[src/rtl/display_scanner.sv]
`timescale 1ns/1ps
`default_nettype none
// ============================================================================
//  Module      : display_scanner
//  Description : Time-multiplexed 7-segment display scanner. A prescaler
//                paces a digit index across DISPLAYS digits. New segment
//                data is staged in a pending buffer and promoted to the
//                displayed (active) register only at frame boundaries, so a
//                frame never mixes old and new data.
//  Revision    : 1.0 - initial release
// ============================================================================
module display_scanner #(
  parameter int DISPLAYS      = 2,
  parameter int SEGMENTS      = 7,
  parameter int DIV           = 50000,
  parameter int AN_ACTIVE_LOW = 1
) (
  input  logic                                          clk,
  input  logic                                          rst_n,
  input  logic [SEGMENTS*DISPLAYS-1:0]                  sseg_in,
  input  logic                                          load,
  input  logic                                          en,
  output logic [SEGMENTS-1:0]                           seg,
  output logic [DISPLAYS-1:0]                           an,
  output logic [((DISPLAYS > 1) ? $clog2(DISPLAYS) : 1)-1:0] digit_idx,
  output logic                                          pending,
  output logic                                          frame_done
);

  // --------------------------------------------------------------------------
  // Constants
  // --------------------------------------------------------------------------
  localparam int c_IDX_W  = (DISPLAYS > 1) ? $clog2(DISPLAYS) : 1;
  localparam int c_CNT_W  = $clog2(DIV);
  localparam int c_DATA_W = SEGMENTS * DISPLAYS;

  localparam logic [c_CNT_W-1:0] c_LAST_CNT = c_CNT_W'(DIV - 1);
  localparam logic [c_IDX_W-1:0] c_LAST_IDX = c_IDX_W'(DISPLAYS - 1);

  // --------------------------------------------------------------------------
  // State
  // --------------------------------------------------------------------------
  logic [c_CNT_W-1:0]  r_count;
  logic [c_IDX_W-1:0]  r_idx;
  logic [c_DATA_W-1:0] r_active;
  logic [c_DATA_W-1:0] r_pend_buf;
  logic                r_pending;
  logic                r_frame_done;

  // --------------------------------------------------------------------------
  // Combinational control
  // --------------------------------------------------------------------------
  logic                w_tick;
  logic                w_boundary;
  logic                w_scan_on;
  logic [DISPLAYS-1:0] w_an_on;

  // A tick only exists while scanning is enabled, so en=0 freezes everything.
  assign w_tick     = en && (r_count == c_LAST_CNT);
  // The last digit finishing its slot closes the frame.
  assign w_boundary = w_tick && (r_idx == c_LAST_IDX);
  // Anodes are gated by rst_n as well so they blank immediately on reset,
  // even while en is still high and before any clock edge.
  assign w_scan_on  = en && rst_n;

  // Prescaler: counts enabled cycles, wraps after DIV-1.
  always_ff @(posedge clk or negedge rst_n) begin
    if (!rst_n) begin
      r_count <= '0;
    end else if (en) begin
      if (w_tick) begin
        r_count <= '0;
      end else begin
        r_count <= r_count + c_CNT_W'(1);
      end
    end
  end

  // Digit index: advances once per tick, wrapping after the last digit.
  always_ff @(posedge clk or negedge rst_n) begin
    if (!rst_n) begin
      r_idx <= '0;
    end else if (w_tick) begin
      if (r_idx == c_LAST_IDX) begin
        r_idx <= '0;
      end else begin
        r_idx <= r_idx + c_IDX_W'(1);
      end
    end
  end

  // Staging buffer: every load overwrites it, last write wins. Loads are
  // accepted regardless of en.
  always_ff @(posedge clk or negedge rst_n) begin
    if (!rst_n) begin
      r_pend_buf <= '0;
    end else if (load) begin
      r_pend_buf <= sseg_in;
    end
  end

  // Pending flag and active register: promotion happens only at a frame
  // boundary. A load landing exactly on the boundary bypasses the buffer so
  // the new data appears in the very next frame with nothing left pending.
  always_ff @(posedge clk or negedge rst_n) begin
    if (!rst_n) begin
      r_active  <= '0;
      r_pending <= 1'b0;
    end else if (w_boundary) begin
      if (load) begin
        r_active <= sseg_in;
      end else if (r_pending) begin
        r_active <= r_pend_buf;
      end
      r_pending <= 1'b0;
    end else if (load) begin
      r_pending <= 1'b1;
    end
  end

  // Frame-done pulse: registered copy of the boundary, so it is high in the
  // cycle where the index has just returned to 0.
  always_ff @(posedge clk or negedge rst_n) begin
    if (!rst_n) begin
      r_frame_done <= 1'b0;
    end else begin
      r_frame_done <= w_boundary;
    end
  end

  // --------------------------------------------------------------------------
  // Output decode (no added latency)
  // --------------------------------------------------------------------------
  generate
    for (genvar gi = 0; gi < DISPLAYS; gi++) begin : g_anode
      assign w_an_on[gi] = w_scan_on && (r_idx == c_IDX_W'(gi));
    end

    if (AN_ACTIVE_LOW != 0) begin : g_an_low
      assign an = ~w_an_on;
    end else begin : g_an_high
      assign an = w_an_on;
    end
  endgenerate

  assign seg        = r_active[int'(r_idx)*SEGMENTS +: SEGMENTS];
  assign digit_idx  = r_idx;
  assign pending    = r_pending;
  assign frame_done = r_frame_done;

endmodule
`default_nettype wire

[config.mk]
export PLATFORM = sky130hd
export DESIGN_NAME = display_scanner
export DESIGN_NICKNAME = d
export VERILOG_FILES = /design/src/rtl/display_scanner.sv
export SDC_FILE = /design/constraint.sdc
export NUM_CORES = 1
export LEC_CHECK = 0
export CAP_MARGIN = 20
export CORE_ASPECT_RATIO = 0.8
export CORE_UTILIZATION = 48
export DETAILED_ROUTE_END_ITERATION = 8
export PLACE_DENSITY = 0.83
export SLEW_MARGIN = 20
export SYNTH_ARGS = -nofsm -noshare
export SYNTH_HDL_FRONTEND = slang
export SYNTH_SLANG_ARGS = --single-unit
[constraint.sdc]
create_clock -name clk -period 2.2 [get_ports clk]
set_clock_uncertainty 0.05 [all_clocks]
set_input_delay 0.33 -clock clk [delete_from_list [all_inputs] [get_ports clk]]
set_output_delay 0.33 -clock clk [all_outputs]
set_load 0.01 [all_outputs]
==> impl_metrics.env <==
export IMPL_drt_initial_drc_count=85
export IMPL_crit_arrival_ns=2.32
export IMPL_synth_nets=172
export IMPL_power_mw=2.16
export IMPL_fin_nets=222
export IMPL_final_cell_mix="46 x dfrtp_1, 28 x clkdlybuf4s50_1, 21 x mux2_2, 17 x buf_4, 14 x mux2_4"
export IMPL_timing_rr_end="r_active[9]"
export IMPL_hold_class="input port to asynchronous set/reset pin"
export IMPL_ff2ff_path_depth=5
export IMPL_gp_congestion=0.819
export IMPL_min_period_ns=2.17
export IMPL_synth_seq_cells=47
export IMPL_ys_warnings_count=0
export IMPL_root_buffer="clkbuf_8"
export IMPL_drc=0
export IMPL_syn_area_um2=2090
export IMPL_grt_start_max_net_pins=40
export IMPL_p_comb_frac=0.174
export IMPL_hpwl_um=3030
export IMPL_regToRegStartpoint="r_count[10]"
export IMPL_synth_edf_count=0
export IMPL_critPathKind="register to register"
export IMPL_r2r_slack_ns=0.03
export IMPL_dp_cells=247
export IMPL_ios=30
export IMPL_postSynthCellCount=153
export IMPL_drive_gt1_frac=0.333
export IMPL_final_common_cell="dfrtp_1"
export IMPL_cts_sinks=47
export IMPL_rsz0062_at_grt="true"
export IMPL_ys_async_sr_fraction=1.00
export IMPL_worst_path_max_fanout=7
export IMPL_wirelength_um=4600
export IMPL_switching_share=0.261
export IMPL_crit_chain="or4b_4, nor4_4, and3b_2, clkbuf_16, mux2_4"
export IMPL_numCtsBuffers=5
export IMPL_start_util=0.500
export IMPL_final_cells=261
export IMPL_antenna_found_initial=0
export IMPL_first_global_vias=1384
export IMPL_intPower_mw=1.60
export IMPL_clock_power_share=0.353
export IMPL_fillerInstances=294
export IMPL_seq_power_share=0.474
export IMPL_max_freq_mhz=460
export IMPL_clkTransAtPathRegs_ns=0.08
export IMPL_insertion_delay_ns=0.31
export IMPL_grt_overflow=0
export IMPL_insertedDiodeCount=0
export IMPL_syn_avg_cell_area_um2=13.7
export IMPL_die_y_um=61.0
export IMPL_grt_pass1_wl_um=6690
export IMPL_core_rowCount=21
export IMPL_power_switching_uw=565
export IMPL_clockBufferDepth=2
export IMPL_htree_levels=2
export IMPL_vias_per_cell=5.32
export IMPL_detailedRoute_firstPassIterationCount=4
export IMPL_max_vdd_ir_drop_uv=446
export IMPL_maxCapViolations=0
export IMPL_synth_cell_types=31
export IMPL_final_max_slew_viol_count=0
export IMPL_worst_pin_slew_ns=0.502
export IMPL_p_leak_nw=1.22
export IMPL_area_growth_pct=31.1
export IMPL_critPathLaunchType="register"
export IMPL_grtUsageTotal=0.204
export IMPL_portBuffers=29
export IMPL_ys_seq_area_frac=0.563
export IMPL_setup_violations=0
export IMPL_end_kind="register"
export IMPL_required_ns=2.35
export IMPL_avgRoutedWirePerCell_um=17.6
export IMPL_max_slew_margin=0.665
export IMPL_timing_final_crit_share=0.988
export IMPL_num_vias=1389
export IMPL_synth_main_ff_cell="dfrtp_1"
export IMPL_slowest_stage="or4b_4"
export IMPL_outcome="complete, no violations"
export IMPL_hold_viol=0
export IMPL_dieArea_um2=4620
export IMPL_cts_tree="yes"
export IMPL_core_um2=4180
export IMPL_max_stage_delay_ns=0.57
export IMPL_fp_dieW_um=75.8
export IMPL_powerDensity_nw_per_um2=789
export IMPL_hold_slack_ns=0.368
export IMPL_ant_nets=0
-- routing by layer --
layer  routed length [um]  GRT usage  share of wire  vias to the layer above
li1                     -          -              -                      644
met1                 2070      0.269           0.45                      695
met2                 2220      0.322           0.48                       41
met3                  186     0.0556          0.040                        9
met4                  118     0.0820          0.026                        0
met5                    0          0              0                        -
-- how the worst max path moves through the flow --
stage	startpoint	end	slack, ns	depth (start not counted)
after floorplan	r_count[11]	r_active[10]	-0.14	6
after CTS	r_count[13]	r_active[11]	0.02	5
after global placement	en	r_active[0]	0.07	6
after global routing	r_count[10]	r_active[10]	-0.05	5
after detailed placement	en	r_active[11]	0.03	6
final	r_count[10]	r_active[9]	0.03	5
-- state kept, by name, summed over array words and instances (netlist names) --
register / cells
r_active: 14
digit_idx: 1
frame_done: 1
r_count: 16
pending: 1
r_pend_buf: 14
-- power groups by stage --
stage	logic, mW	registers (mW)	clock network [mW]
after global placement	0.332	1.03	0
after floorplan	0.185	1.04	0
after CTS	0.362	1.02	0.766
after detailed placement	0.358	1.04	0
final	0.376	1.02	0.762
after global routing	0.413	1.04	0.796
-- cell families after synthesis --
| logic type | count (synthesis) | share of synthesized area |
|---|---|---|
| flops | 47 | 0.563 |
| simple gates | 45 | 0.129 |
| mux | 37 | 0.216 |
| xor+xnor | 13 | 0.0545 |
| buf+inv | 6 | 0.0204 |
| compound gates | 4 | 0.0114 |
| fa+ha+maj | 1 | 0.00599 |
-- worst max-delay path: cells and delay by family, from the launching register on --
family                 cells  cell delay (ns)
flip-flops                 1             0.39
buffers and inverters      1             0.18
AND/OR/NAND/NOR            3             1.15
multiplexers               1             0.29
-- metrics by stage --
| step | setup slack [ns] | utilization | instance area (um^2) | TNS [ns] |
|---|---|---|---|---|
| after floorplan | -0.142 | - | 2090 | -1.54 |
| after global placement | 0.0749 | 0.603 | 2520 | 0 |
| after detailed placement | 0.0265 | 0.603 | 2520 | 0 |
| after CTS | 0.0191 | 0.639 | 2670 | 0 |
| after global routing | -0.0450 | 0.656 | 2740 | -0.416 |
| final | 0.0266 | 0.656 | 2740 | 0 |
-- final cells by class --
type                    count  area (um^2)  area share
clock buffers               5         68.8      0.0251
flip-flops and latches     47         1180       0.430
clock inverters             3         67.6      0.0247
repair buffers             49          468       0.171
multi-input cells         100          887       0.324
well taps                  57         71.3      0.0260
-- synthesized netlist by cell type (all sizes together), types with 2 or more instances --
cell type,count,share of area
xnor2,6,0.025
nor4,4,0.019
buf,2,0.013
nor2,9,0.016
clkbuf,4,0.0072
nand3,7,0.017
xor2,7,0.029
nand4,8,0.024
nand2,4,0.0072
mux2i,2,0.0096
mux2,35,0.21
o21ai,2,0.0048
nor3,3,0.0072
dfrtp,47,0.56
-- repair_timing --
item	CTS	global route
resized for setup	1	5
hold endpoints to repair	8	0
pin swaps	0	3
hold buffers	1	0
gates cloned	0	1
setup buffers	0	4
endpoints found under the setup margin	7	10
No activity file was read; power rests on OpenSTA's default activity.
